[config.mk]
export PLATFORM = sky130hd
export DESIGN_NAME = comparator_4bit
export DESIGN_NICKNAME = d
export VERILOG_FILES = /design/src/rtl/comparator_4bit_pkg.sv /design/src/rtl/comparator_4bit_cell.sv /design/src/rtl/comparator_4bit.sv
export SDC_FILE = /design/constraint.sdc
export NUM_CORES = 1
export LEC_CHECK = 0
export ABC_AREA = 1
export ABC_CLOCK_PERIOD_IN_PS = 1100
export BUFFER_PORTS_ARGS = -buffer_cell sky130_fd_sc_hd__buf_2
export CAP_MARGIN = 20
export CORE_AREA = 2 2 39 41
export DETAILED_ROUTE_END_ITERATION = 10
export DIE_AREA = 0 0 41 43
export SYNTH_ARGS = -nofsm -noshare
export SYNTH_HDL_FRONTEND = slang
export SYNTH_SLANG_ARGS = --single-unit
[constraint.sdc]
create_clock -name clk -period 1.1 [get_ports clk]
set_clock_uncertainty 0.15 [all_clocks]
set_input_delay 0.11 -clock clk [delete_from_list [all_inputs] [get_ports clk]]
set_output_delay 0.11 -clock clk [all_outputs]
set_load 0.1 [all_outputs]
[src/rtl/comparator_4bit_pkg.sv]
// Shared types and limits for the registered magnitude comparator.
// Result flags are packed {gt, eq, lt} so one bundle moves through the stage.
package comparator_4bit_pkg;

    localparam int CMP_MAX_WIDTH = 32;

    typedef struct packed {
        logic gt;
        logic eq;
        logic lt;
    } cmp_result_t;

    function automatic cmp_result_t cmp_pack(input logic gt, input logic eq);
        cmp_result_t r;
        r.gt = gt;
        r.eq = eq;
        r.lt = ~gt & ~eq;
        return r;
    endfunction

endpackage

[src/rtl/comparator_4bit_cell.sv]
// One bit slice of the MSB-first compare cascade.
// Upstream g/e summarise all more-significant bits.
module cmp_cell (
    input  logic a_bit,
    input  logic b_bit,
    input  logic g_in,
    input  logic e_in,
    output logic g_out,
    output logic e_out
);

    logic g_loc;
    logic e_loc;

    assign g_loc = a_bit & ~b_bit;
    assign e_loc = ~(a_bit ^ b_bit);

    // A lower bit only decides when everything above it was equal.
    assign g_out = g_in | (e_in & g_loc);
    assign e_out = e_in & e_loc;

endmodule

[src/rtl/comparator_4bit.sv]
// Registered compare of a against b; result one clock after in_valid.
// Signed mode flips the sign bits so the unsigned cascade orders correctly.
module comparator_4bit
    import comparator_4bit_pkg::*;
#(
    parameter int WIDTH  = 4,
    parameter bit SIGNED = 1'b0
) (
    input  logic             clk,
    input  logic             rst_n,
    input  logic             in_valid,
    input  logic [WIDTH-1:0] a,
    input  logic [WIDTH-1:0] b,
    output logic             gt,
    output logic             eq,
    output logic             lt,
    output logic             out_valid
);

    if (WIDTH < 1 || WIDTH > CMP_MAX_WIDTH) begin : g_bad_width
        $error("comparator_4bit: WIDTH out of range");
    end

    logic [WIDTH-1:0] a_adj;
    logic [WIDTH-1:0] b_adj;
    logic [WIDTH:0]   g_chain;
    logic [WIDTH:0]   e_chain;
    cmp_result_t      res_d;
    cmp_result_t      res_q;
    logic             valid_q;

    always_comb begin
        a_adj = a;
        b_adj = b;
        if (SIGNED) begin
            a_adj[WIDTH-1] = ~a[WIDTH-1];
            b_adj[WIDTH-1] = ~b[WIDTH-1];
        end
    end

    // Seed above the MSB: nothing decided yet, all equal so far.
    assign g_chain[WIDTH] = 1'b0;
    assign e_chain[WIDTH] = 1'b1;

    for (genvar i = WIDTH - 1; i >= 0; i--) begin : g_cell
        cmp_cell u_cell (
            .a_bit (a_adj[i]),
            .b_bit (b_adj[i]),
            .g_in  (g_chain[i+1]),
            .e_in  (e_chain[i+1]),
            .g_out (g_chain[i]),
            .e_out (e_chain[i])
        );
    end

    assign res_d = cmp_pack(g_chain[0], e_chain[0]);

    always_ff @(posedge clk or negedge rst_n) begin
        if (!rst_n) begin
            res_q   <= '0;
            valid_q <= 1'b0;
        end else begin
            valid_q <= in_valid;
            if (in_valid) begin
                res_q <= res_d;
            end
        end
    end

    assign gt        = res_q.gt;
    assign eq        = res_q.eq;
    assign lt        = res_q.lt;
    assign out_valid = valid_q;

endmodule

==> After elaboration in Yosys (flattened, before gate mapping) <==
Index checks and enable logic that the tools add are counted.
W data, S select, Z words.
{ "totals": {"output_inout_bits": 4, "regBits": 4} }
{ "classes": {"n_bitwise": 28} }
{ "op_table": {"columns": ["op", "n"], "rows": [
  ["$and A1 B1 Y1", 11],
  ["$not A1 Y1", 10],
  ["$xor A1 B1 Y1", 4],
  ["$or A1 B1 Y1", 3]
]} }

==> Logic depth before layout (Yosys ltp) <==
{ "logic_depth": {"word_depth": 8, "ltp_mapped": 8, "ltp_nobuf": 8} }

==> Cells and area by module <==
A second synthesis with hierarchy kept.
{ "hier_totals": {"cells_unflattened": 45, "area_unflattened_um2": 289.0} }
{ "by_module_without_submodules": {"columns": ["mod", "cells_per_inst", "area_each_um2", "n_inst"], "rows": [
  ["comparator_4bit", 17, 148.9, 1],
  ["cmp_cell", 7, 35.0, 4]
]} }

==> Worst setup path after synthesis <==
Ideal clock, no wire load.
{ "synth_timing": {"path_kind": "reg2reg", "from": "register, netlist name eq", "to": "register res_q, in the netlist eq", "required_time_ps": 867, "t_arrival_ps": 1078, "path_slack_ps": -210, "stages_incl_launch_ff": 3, "n_path_buf": 0, "path_cell_list": "dfrtp_1 nand2_1 o21ai_0"} }
{ "synth_lines": {"columns": ["item", "line_no", "rtl"], "rows": [
  ["end signal: assignment", "comparator_4bit.sv:65", "res_q <= res_d;"],
  ["end: declaration", "comparator_4bit.sv:29", "cmp_result_t res_q;"]
]} }

==> Worst setup path after layout <==
{ "layout_timing": {"from": "register res_q, in the netlist eq", "to": "output eq"} }
{ "layout_lines": {"columns": ["item", "line_no", "rtl"], "rows": [
  ["end: declaration", "comparator_4bit.sv:15", "output logic eq,"]
]} }
No word-level cell between the ends.

==> key figures <==
Run status
  • Status: finished clean

STA
  • Final Critical Period: 1.09 ns
  • Final worst path period share: 0.990
  • Final Hold Violating Endpoints: 0
  • Max-slew violations: 0
  • Fmax: 919 MHz
  • RSZ-0062 raised after global routing: yes
  • Slew HR: 0.911
  • # setup viols final: 0
  • Sum Neg Setup Slack: 0 ns
  • Worst Max-Slew Pin Slew: 0.133 ns

Setup path
  • R2R Setup Slk: 0.29 ns
  • Worst setup EP type: output port
  • Worst path bufs/invs: 1
  • Top delay family on crit path: flip-flops
  • Max incr delay on CP: 0.42 ns
  • Critical path arrival: 0.83 ns
  • CP startpoint kind: register
  • Data required time of the worst path: 0.84 ns
  • CP max-delay cell: dfrtp_2
  • WS Path Type: register to output port
  • R2R Path Start: eq
  • CP cell instances: buf_12
  • Reg2reg end: eq
  • Crit-path max FO: 2
  • Reg2Reg Depth: 2

Floorplan
  • Die X-Extent: around 40 um
  • Std cell rows: 14
  • Initial Util: 0.177
  • I/O Pins: 15
  • Core area: approximately 1400 um2
  • Die area: 1760 um2
  • Die Ht: around 43 um

Yosys
  • Post-synthesis adder-cell area fraction: 0.204
  • Synth top area cells: dfrtp_1 41%, ha_1 20%, nand2_1 15%
  • Post-synthesis cell type count: 7
  • Xor-xnor portion of the synthesized cell area: 0
  • Synthesis Warnings: 0
  • Synth top area share: 0.408
  • Ys flop type: dfrtp_1
  • Mux cell area share after synthesis: 0
  • Synth area leader: dfrtp_1
  • Post-Syn Area: 245 um2
  • Async SR Flop Fraction: 1.00
  • Post-synth net total: 46
  • Synthesized area per cell: 7.91 um2
  • Post-synthesis sequential area ratio: 0.408
  • Post-synth EDFFs: 0
  • Post-synthesis compound-gate area fraction: 0.0204
  • Most numerous cell in the Yosys netlist: nand2_1
  • Post-Syn Instances: 31
  • Top post-synthesis cells by count: 10 x nand2_1, 7 x inv_1, 4 x dfrtp_1, 4 x ha_1, 3 x nand4_1
  • Largest family of logic cells by synthesized area: simple AND/OR/NAND/NOR gates
  • Simple-gate share of the synthesized area: 0.260
  • Register bit total from synthesis: 4

Global route
  • Initial antenna violation count: 0
  • GR met2 Demand/Resource: 0.116
  • Number of global-route vias before repair: ~250
  • Met3 Track Usage GR: 0.0471
  • Largest net degree at the start of global routing: 5
  • Met1 GRT Util: 0.0841
  • Gr busiest metal: met2
  • Total gr overflow: 0
  • First-pass GRT wire length: 903 um
  • Global Route Usage Sum: 0.0845

Power
  • Comb pwr share: 0.397
  • Static leakage: 0.247 nW
  • Tot Pwr: 0.620 mW
  • Sequential power share: 0.289
  • Switching Share: 0.381
  • PD cells: 1380 nW/um2
  • VDD IR-drop max: 0.526 mV
  • Sw Pwr: 0.236 mW
  • Int Pwr: 0.384 mW
  • Clock power share: 0.314

Drt
  • Total vias in the final route: ~260
  • Detail Route Antenna Nets: 0
  • 1st-iter DRT viols: 8
  • Drc violations: 0
  • TritonRoute pass-1 iters: 4
  • Post-Route WL: 518 um
  • Wire length per cell: 7.73 um
  • Via density: 3.82

Place
  • Buffers added on ports: 14
  • Cells after DPL: 62
  • Gpl congestion: about 0.67
  • Post-DP HPWL: 420 um

Layout
  • Multi-input logic area: approximately 120 um2
  • Register Area: 105 um2
  • Number of fill cells: 148
  • Fin cells: 67
  • Synth-to-Final Area Change: 83.7%
  • Share of cells above drive strength 1: 0.431
  • Diode count: 0
  • Final core occ: 0.325
  • Nets@finish: 68

Clock network
  • Postcts setup bufs: 0
  • H-tree depth: 1
  • CTS root buf: clkbuf_4
  • Post-CTS resize count: 0
  • Num Clock Sinks: 4
  • CTS tree: built
  • Max clock buf depth: 2
  • Total CTS buffers: 3
  • Reg clk slew, reported paths: 0.05 ns
  • Worst-skew pair later-pin latency: 0.23 ns

Min path
  • Min-Delay Path Class: input pin to asynchronous set/reset pin

Flow run
  • Max-cap viol count: 0
## per-stage QoR
step                area, um2  setup WS, ns  hold WS [ns]
floorplan                 250        0.0313        -0.336
global placement          408        -0.109        -0.231
detailed placement        408        -0.127        -0.229
CTS                       450      -0.00455        0.0549
global route              450       -0.0238        0.0583
finish                    450        0.0114        0.0642
## power groups by stage
stage / sequential (mW) / combinational (mW) / clock (mW)
floorplan: 0.278 / 0.0416 / 0
global placement: 0.182 / 0.241 / 0
detailed placement: 0.182 / 0.242 / 0
CTS: 0.180 / 0.249 / 0.207
global route: 0.181 / 0.265 / 0.223
finish: 0.179 / 0.246 / 0.195
## how the worst max path moves through the flow
stage / cells past startpoint / startpoint / endpoint
CTS: 1 / lt / lt
global route: 1 / lt / lt
finish: 1 / eq / eq
floorplan: 8 / b[3] / gt
global placement: 8 / a[3] / gt
detailed placement: 8 / a[3] / gt
## final cells by class
type / instances / area share
multi-input cells: 20 / 0.264
flip-flops and latches: 4 / 0.233
inverters: 7 / 0.0583
clock buffers: 3 / 0.0500
repair buffers: 17 / 0.350
well taps: 16 / 0.0444
## repair_timing
action | CTS | global route
hold buffers | 2 | 0
endpoints found under the hold margin | 7 | 0
setup endpoints to repair | 1 | 3
pin swaps | 0 | 0
## cell families (layout without fill, tap and decap cells)
logic type	Yosys count	after routing
adder cells (fa/ha/maj)	4	4
flip-flops	4	4
AO/OA/AOI/OAI	1	1
buffers and inverters	7	27
AND/OR/NAND/NOR	15	15
## metal layers
metal  share of wire  up-vias
met1            0.42      109
met5               0        -
met4               0        0
met3           0.095        0
li1                -      138
met2            0.49        9
## registers in the layout, summed over array words and instances, names as in the netlist
signal / flops
out_valid: 1
eq: 1
gt: 1
lt: 1
## layout by cell type (no fill, tap or decap)
master | Yosys | layout
buf_2 | 0 | 10
nand2_1 | 10 | 10
nor2_1 | 2 | 2
nand4_1 | 3 | 3
inv_1 | 7 | 7
dlygate4sd3_1 | 0 | 2
dfrtp_2 | 0 | 4
o21ai_0 | 1 | 1
clkbuf_4 | 0 | 3
ha_1 | 4 | 4
buf_12 | 0 | 4
buf_4 | 0 | 1
Power figures use the tool's default switching activity.
